===== src/rtl/memoria_pkg.sv =====
// Shared main-memory types and constants, also imported by the cache controller.
package memoria_pkg;

  localparam int MEM_DATA_WIDTH = 3;
  localparam int MEM_ADDR_WIDTH = 4;
  localparam int MEM_DEPTH      = 16;

  typedef logic [MEM_DATA_WIDTH-1:0] mem_word_t;
  typedef logic [MEM_ADDR_WIDTH-1:0] mem_addr_t;

  // Reset image used when the init-table build option is enabled.
  localparam mem_word_t MEM_INIT_TABLE [MEM_DEPTH] = '{
    3'b111, 3'b011, 3'b100, 3'b111, 3'b100, 3'b011, 3'b001, 3'b000,
    3'b001, 3'b010, 3'b011, 3'b100, 3'b101, 3'b111, 3'b000, 3'b000
  };

endpackage


===== src/rtl/memoria_principal_if.sv =====
// Cache-to-main-memory port bundle: word address, write data, write enable, read data.
interface memoria_principal_if;
  import memoria_pkg::*;

  // No valid/ready: every cycle is a transaction. The master drives address/data/wren
  // each cycle and samples q one clock later; it inserts its own wait cycle.
  mem_addr_t address;
  mem_word_t data;
  logic      wren;
  mem_word_t q;

  modport master (output address, output data, output wren, input q);
  modport slave  (input address, input data, input wren, output q);

endinterface


===== src/rtl/memoria_principal.sv =====
// 16x3 single-port synchronous main memory with registered, write-through read data.
// Build option MEMORIA_PRINCIPAL_INIT_EN: reset loads MEM_INIT_TABLE instead of zeros.
module memoria_principal
  import memoria_pkg::*;
#(
  parameter int DATA_WIDTH = MEM_DATA_WIDTH,
  parameter int ADDR_WIDTH = MEM_ADDR_WIDTH,
  parameter int DEPTH      = MEM_DEPTH
) (
  input  logic              clock,
  input  logic              reset,
  memoria_principal_if.slave bus
);

  logic [DATA_WIDTH-1:0] mem_q [DEPTH];
  logic [DATA_WIDTH-1:0] mem_d [DEPTH];
  logic [DATA_WIDTH-1:0] q_q;
  logic [DATA_WIDTH-1:0] q_d;
  logic [ADDR_WIDTH-1:0] addr;

  assign addr  = bus.address;
  assign bus.q = q_q;

  // A write forwards its own data to q so the cache sees written-back words at once.
  always_comb begin
    mem_d = mem_q;
    q_d   = mem_q[addr];
    if (bus.wren) begin
      mem_d[addr] = bus.data;
      q_d         = bus.data;
    end
  end

  always_ff @(posedge clock) begin
    if (reset) begin
      q_q <= '0;
      for (int i = 0; i < DEPTH; i++) begin
`ifdef MEMORIA_PRINCIPAL_INIT_EN
        mem_q[i] <= MEM_INIT_TABLE[i];
`else
        mem_q[i] <= '0;
`endif
      end
    end else begin
      q_q   <= q_d;
      mem_q <= mem_d;
    end
  end

endmodule


===== src/flat_wrapper.sv =====
// flat-port wrapper written by rule: the top's interface ports become plain ports
module memoria_principal_flat import memoria_pkg::*;
#(
  parameter int DATA_WIDTH = MEM_DATA_WIDTH,
  parameter int ADDR_WIDTH = MEM_ADDR_WIDTH,
  parameter int DEPTH      = MEM_DEPTH
)
  (clock, reset, bus_address, bus_data, bus_wren, bus_q);
  memoria_principal_if bus_i ();
  input  logic clock;
  input  logic reset;
  input wire logic [$bits(bus_i.address)-1:0] bus_address;
  input wire logic [$bits(bus_i.data)-1:0] bus_data;
  input wire logic [$bits(bus_i.wren)-1:0] bus_wren;
  output wire logic [$bits(bus_i.q)-1:0] bus_q;
  assign bus_i.address = bus_address;
  assign bus_i.data = bus_data;
  assign bus_i.wren = bus_wren;
  assign bus_q = bus_i.q;
  memoria_principal #(.DATA_WIDTH(DATA_WIDTH), .ADDR_WIDTH(ADDR_WIDTH), .DEPTH(DEPTH)) u_core (.clock(clock), .reset(reset), .bus(bus_i));
endmodule

===== config.mk =====
export PLATFORM = sky130hd
export DESIGN_NAME = memoria_principal_flat
export DESIGN_NICKNAME = d
export VERILOG_FILES = /design/src/rtl/memoria_pkg.sv /design/src/rtl/memoria_principal_if.sv /design/src/rtl/memoria_principal.sv /design/src/flat_wrapper.sv
export SDC_FILE = /design/constraint.sdc
export NUM_CORES = 1
export LEC_CHECK = 0
export CAP_MARGIN = 20
export CORE_UTILIZATION = 53
export CTS_CLUSTER_DIAMETER = 40
export DETAILED_ROUTE_END_ITERATION = 10
export GPL_TIMING_DRIVEN = 0
export PLACE_DENSITY_LB_ADDON = 0.15
export SLEW_MARGIN = 20
export SYNTH_ARGS = -nofsm -noshare
export SYNTH_HDL_FRONTEND = slang
export SYNTH_SLANG_ARGS = --single-unit

===== constraint.sdc =====
create_clock -name clock -period 1.3 [get_ports clock]
set_input_delay 0.195 -clock clock [delete_from_list [all_inputs] [get_ports clock]]
set_output_delay 0.195 -clock clock [all_outputs]
set_load 0.005 [all_outputs]

==> impl_metrics.yaml, run 1 <==
run_status:
  outcome: "complete, but fails checks"
  failed_checks: "setup timing"
final_layout:
  flow.area_growth_from_synthesis_pct: 14.7
  fin_util: 0.652
  highest_count_cells_in_the_layout_ignoring_fill_and_taps: "48 x sky130_fd_sc_hd__dfxtp_1, 47 x sky130_fd_sc_hd__mux2i_1, 42 x sky130_fd_sc_hd__nor2_1"
  most_common_cell_after_layout_fill_and_taps_aside: "sky130_fd_sc_hd__dfxtp_1"
  nFillCells: 393
  drive_gt1_frac: 0.271
  n_antenna_cell: 0
  final-seq-area_um2: 1020
  final_cell_area_um2: 2920
  fin_nets: 279
  multiInputGateArea_um2: 1400
logic_synthesis:
  yosys_most_used_dff: "sky130_fd_sc_hd__dfxtp_1"
  postSynthCellCount: 248
  synthesis.area_per_instance_um2: 10.3
  part_of_the_yosys_area_used_for_sequential_elements: 0.402
  syn_nets: 258
  post_synth_instance_area_um2: 2540
  synth_enable_flop_cells: 0
  asyncSetResetFlopFracSynth: 0
  ys.warnings.count: 0
  ys_seq_elements: 51
  yosysUniqueCellTypes: 37
floorplan:
  start_util: 0.568
  die_width_um: 71.3
  io_pins: 13
  design.die.area_um2: 5080
  floorplan.die.height_um: 71.3
  core_um2: 4470
  rows: 24
critical_path:
  critical_path.startpoint: "u_core.mem_q[12]"
  path_class: "register to register"
  worst-endpoint-arrival_ns: 1.49
  worstReg2RegStart: "u_core.mem_q[12]"
  timing.critical_path.cells: "mux4_2, nor3b_4, a21oi_2, a221oi_2"
  worstPathMaxFanout: 2
  worst-endpoint-required_ns: 1.47
  timing.critical_path.to_type: "register"
  cp_slowest_cell: "sky130_fd_sc_hd__mux4_2"
  timing.critical_path.from_type: "register"
  critical_path.max_stage_delay_ns: 0.48
grt:
  grt_busiest_layer: "met2"
  grt_pass1_vias: 1910
  leftover_overflow_at_the_end_of_global_routing: 0
  groute.layer.met2.usage: 0.425
  number_of_antenna_violations_at_the_first_check_in_global_routing: 0
  met1_usage: 0.346
  grt_start_max_net_pins: 15
  global_route_met3_usage: 0.0394
  grt_first_pass_wirelength_um: 9790
  grt_use_total: 0.260
min_path:
  min_path_type: "input port to register"
  holdCritStartpoint: "reset"
placement:
  post-dp-hpwl_um: 4050
  gp_routability_congestion: 0.838
  postPlaceCellArea_um2: 2720
  portBuffers: 8
  dp_slack_ns: -0.780
drt:
  post-route-drc-count: 0
  dr_total_vias: 1894
  first_iter_violations: 163
  detail_route.vias_per_cell: 5.90
  routedWlPerCell_um: 18.5
  detail-route-antenna-nets: 0
  detailedRoute.firstPassIterationCount: 4
  route.final.wire_length_um: 5930
timing:
  max-slew-margin-rel: 0.625
  slew_worst_pin_ns: 0.562
  post-route-period-util: 1.02
  setup-violations-final: 2
  finalHoldViolCount: 0
  hold_slack_ns: 0.191
  timing.fmax_mhz: 758
  timing.final.max_slew_violations: 0
  post-route-min-period_ns: 1.32
  worst_clock_skew_ns: 0.00623
  grt_setup_unrepaired: "true"
  layout_setup_ws_ns: -0.0196
power:
  p_leak_uw: 0.00117
  power_density_nw_per_um2: 996
  post-layout-total-power_uw: 2900
  peakVddDrop_mv: 0.662
clocking:
  clkSinkCount: 51
  hold_buffers_post_cts: 0
  cts.path.max_buffers: 2
  insertion_delay_ns: 0.31
  cts_inserted_buffers: 5
  cts_max_level: 2
  cts_tree: "done"
  clkTransAtPathRegs_ns: 0.09
  cts_root_buf: "sky130_fd_sc_hd__clkbuf_8"
job:
  cap_viol_max_count: 0
-- stage by stage --
step / cells / setup TNS, ns
finish: 321 / -0.0299
floorplan: 248 / 0
global route: 321 / -0.122
global placement: 308 / -31.12
CTS: 322 / -0.0188
detailed placement: 308 / -31.04
-- sequential cells by signal (all words and copies together) (netlist names) --
register	flops
u_core.bus.q	3
u_core.mem_q	48
-- cell families after synthesis --
family / count (synthesis) / synth area share
compound gates: 31 / 0.0797
buf+inv: 30 / 0.0713
flops: 51 / 0.402
mux: 55 / 0.256
simple gates: 81 / 0.191
-- synthesized netlist by cell type (3+ instances only) --
library cell / n / share of area
sky130_fd_sc_hd__nor3_4: 5 / 0.032
sky130_fd_sc_hd__nor2_1: 44 / 0.065
sky130_fd_sc_hd__mux2i_1: 47 / 0.19
sky130_fd_sc_hd__o21ai_1: 9 / 0.018
sky130_fd_sc_hd__inv_1: 4 / 0.0059
sky130_fd_sc_hd__a221oi_2: 3 / 0.018
sky130_fd_sc_hd__a21oi_1: 13 / 0.026
sky130_fd_sc_hd__mux4_2: 8 / 0.071
sky130_fd_sc_hd__buf_6: 3 / 0.013
sky130_fd_sc_hd__nand2b_4: 3 / 0.016
sky130_fd_sc_hd__clkbuf_1: 9 / 0.013
sky130_fd_sc_hd__buf_2: 7 / 0.014
sky130_fd_sc_hd__dfxtp_1: 51 / 0.40
sky130_fd_sc_hd__or3_1: 4 / 0.0098
sky130_fd_sc_hd__nand2_1: 10 / 0.015
-- final timing paths --
check                     to  slack [ns]  depth (start not counted)
min          u_core.bus.q[2]        0.19                          2
min reg2reg  u_core.mem_q[5]        0.49                          2
max reg2reg  u_core.bus.q[0]       -0.02                          4
max          u_core.bus.q[0]       -0.02                          4
-- critical path: cells and delay by family (launching register included) --
family	cells	cell delay, ns
AO/OA/AOI/OAI	2	0.21
flip-flops	1	0.33
multiplexers	1	0.48
AND/OR/NAND/NOR	1	0.17
-- cell type report --
cell class	instances	share of cell area
Clock inverter	1	0.00172
Timing Repair Buffer	15	0.0511
Multi-Input combinational cell	167	0.479
Clock buffer	6	0.0283
Inverter	6	0.00858
Sequential cell	51	0.351
Tap cell	52	0.0223
Buffer	23	0.0579
-- power breakdown --
group / internal [µW] / total, µW / switching, µW
combinational: 156 / 380 / 224
clock: 419 / 929 / 510
sequential: 1590 / 1600 / 10.6
total: 2160 / 2900 / 745
-- routing by layer --
metal,up-vias,wire (µm)
li1,913,-
met1,911,2670
met2,61,2840
met3,9,310
met4,0,107
met5,-,0
-- what timing repair did --
action	in CTS	in global routing
gates resized for setup	24	10
cloned	1	0
setup buffers	6	0
setup endpoints to repair	54	18
pin swaps	3	5
No activity file was read; power rests on OpenSTA's default activity.
==> inputs of run 2 (changes only) <==
==> constraint.sdc (replaced) <==
create_clock -name clock -period 1.3 [get_ports clock]
set_input_delay 0.26 -clock clock [delete_from_list [all_inputs] [get_ports clock]]
set_output_delay 0.26 -clock clock [all_outputs]
set_load 0.005 [all_outputs]
==> impl_metrics.yaml, run 2 (synthesis results as in run 1) <==
run_status:
  outcome: "complete, but fails checks"
  failed_checks: "DRC, setup timing"
critical_path:
  worst-r2r-setup-slack_ns: -0.02
  critPathTopFamily: "multiplexers"
  worstReg2RegStart: "u_core.mem_q[1]"
  worst-endpoint-required_ns: 1.46
  r2r_end: "u_core.bus.q[1]"
  cp_slowest_cell: "sky130_fd_sc_hd__mux4_2"
  critical_path.startpoint: "u_core.mem_q[1]"
  critPathBufInv: 0
  path_class: "register to register"
  worst-endpoint-arrival_ns: 1.48
  setup.worst_path.end: "u_core.bus.q[1]"
  path_depth: 4
  critical_path.max_stage_delay_ns: 0.49
  timing.critical_path.from_type: "register"
  r2r_cells: 4
  timing.critical_path.cells: "mux4_2, and3_4, a21oi_4, a221oi_2"
  timing.critical_path.to_type: "register"
  worstPathMaxFanout: 2
final_layout:
  drive_gt1_frac: 0.280
  flip_flop_count_of_the_largest_register_all_copies_and_words_added: 48
  flow.area_growth_from_synthesis_pct: 16.0
  fin_util: 0.659
  largest_register: "u_core.mem_q"
  highest_count_cells_in_the_layout_ignoring_fill_and_taps: "48 x sky130_fd_sc_hd__dfxtp_1, 46 x sky130_fd_sc_hd__mux2i_1, 42 x sky130_fd_sc_hd__nor2_1"
  multiInputGateArea_um2: 1430
  n_antenna_cell: 0
  nFillCells: 374
  final-seq-area_um2: 1020
  most_common_cell_after_layout_fill_and_taps_aside: "sky130_fd_sc_hd__dfxtp_1"
  fin_nets: 281
floorplan:
  die_width_um: 71.3
  floorplan.die.height_um: 71.3
  design.die.area_um2: 5080
  io_pins: 13
  start_util: 0.568
  core_um2: 4470
  rows: 24
grt:
  leftover_overflow_at_the_end_of_global_routing: 0
  grt_first_pass_wirelength_um: 9570
  grt_start_max_net_pins: 15
  grt_use_total: 0.252
  number_of_antenna_violations_at_the_first_check_in_global_routing: 0
  grt_pass1_vias: 1822
clocking:
  cts_inserted_buffers: 5
  cts.path.max_buffers: 2
  cts_root_buf: "sky130_fd_sc_hd__clkbuf_8"
  insertion_delay_ns: 0.31
  cts_tree: "done"
  cts_max_level: 2
  hold_buffers_post_cts: 0
  clkSinkCount: 51
  clkTransAtPathRegs_ns: 0.09
drt:
  detail_route.wirelength.met1_um: 2850
  detail-route-antenna-nets: 0
  met3WireLength_um: 233
  routedWlPerCell_um: 18.1
  first_iter_violations: 127
  post-route-drc-count: 1
  dr_total_vias: 1851
  route.final.wire_length_um: 5840
  top_layer: "met4"
  detail_route.vias_per_cell: 5.73
  detailroute.wirelength.met2_um: 2660
  detailedRoute.firstPassIterationCount: 7
timing:
  post-route-min-period_ns: 1.32
  timing.final.max_slew_violations: 0
  finalHoldViolCount: 0
  finalSetupTns_ns: -0.0324
  post-route-period-util: 1.01
  hold_slack_ns: 0.258
  layout_setup_ws_ns: -0.0178
  worst_clock_skew_ns: 0.00944
  grt_setup_unrepaired: "true"
  slew_worst_pin_ns: 0.559
  timing.fmax_mhz: 759
  max-slew-margin-rel: 0.627
  setup-violations-final: 2
placement:
  gp_routability_congestion: 0.819
  portBuffers: 8
  post-dp-hpwl_um: 4010
power:
  post-layout-total-power_uw: 2890
  switching_share: 0.253
  p_seq_frac: 0.552
  pwr-share-clk: 0.314
  total_switching_power_uw: 732
  p_leak_uw: 0.00117
  power_density_nw_per_um2: 981
  peakVddDrop_mv: 0.885
  pwr-share-comb: 0.134
  intPower_uw: 2160
job:
  cap_viol_max_count: 0
min_path:
  holdCritStartpoint: "reset"
  min_path_type: "input port to register"
==> run 2: stage by stage <==
stage / instances / setup WS, ns / instance area [µm²]
3_5_place_dp: 308 / -0.811 / 2720
4_1_cts: 322 / -0.0279 / 2910
6_report: 323 / -0.0178 / 2950
3_3_place_gp: 308 / -0.816 / 2720
5_1_grt: 323 / -0.0549 / 2950
2_1_floorplan: 248 / -0.0417 / 2580
==> run 2: repair_timing <==
action | CTS | global route
endpoints found under the setup margin | 54 | 27
setup buffers | 6 | 1
resized for setup | 27 | 16
gates cloned | 1 | 0
pin swaps | 4 | 5
==> run 2: how the worst min path moves through the flow <==
stage | end | slack [ns] | cells past startpoint
6_report | u_core.bus.q[2] | 0.26 | 2
5_1_grt | u_core.bus.q[2] | 0.27 | 2
4_1_cts | u_core.bus.q[2] | 0.26 | 2
3_5_place_dp | u_core.mem_q[12] | 0.47 | 2
3_3_place_gp | u_core.mem_q[12] | 0.47 | 2
2_1_floorplan | u_core.mem_q[10] | 0.45 | 2
==> run 2: area by class of cell <==
| cell class | instances | share of cell area |
|---|---|---|
| clock inverters | 1 | 0.00170 |
| well taps | 52 | 0.0221 |
| repair buffers | 16 | 0.0475 |
| plain buffers | 24 | 0.0602 |
| multi-input cells | 167 | 0.485 |
| inverters | 6 | 0.00848 |
| flip-flops and latches | 51 | 0.347 |
| clock buffers | 6 | 0.0280 |
==> run 2: power by group through the flow <==
stage	sequential, µW	combinational, µW	clock (µW)
floorplan	1630	244	0
global placement	1630	346	0
detailed placement	1630	346	0
CTS	1600	372	932
global route	1600	416	996
finish	1600	389	908
==> run 2: per-layer routing <==
metal  global-route usage  vias to the layer above
li1                     -                      909
met1                0.359                      896
met2                0.395                       38
met3               0.0478                        8
met4               0.0733                        0
met5                    0                        -
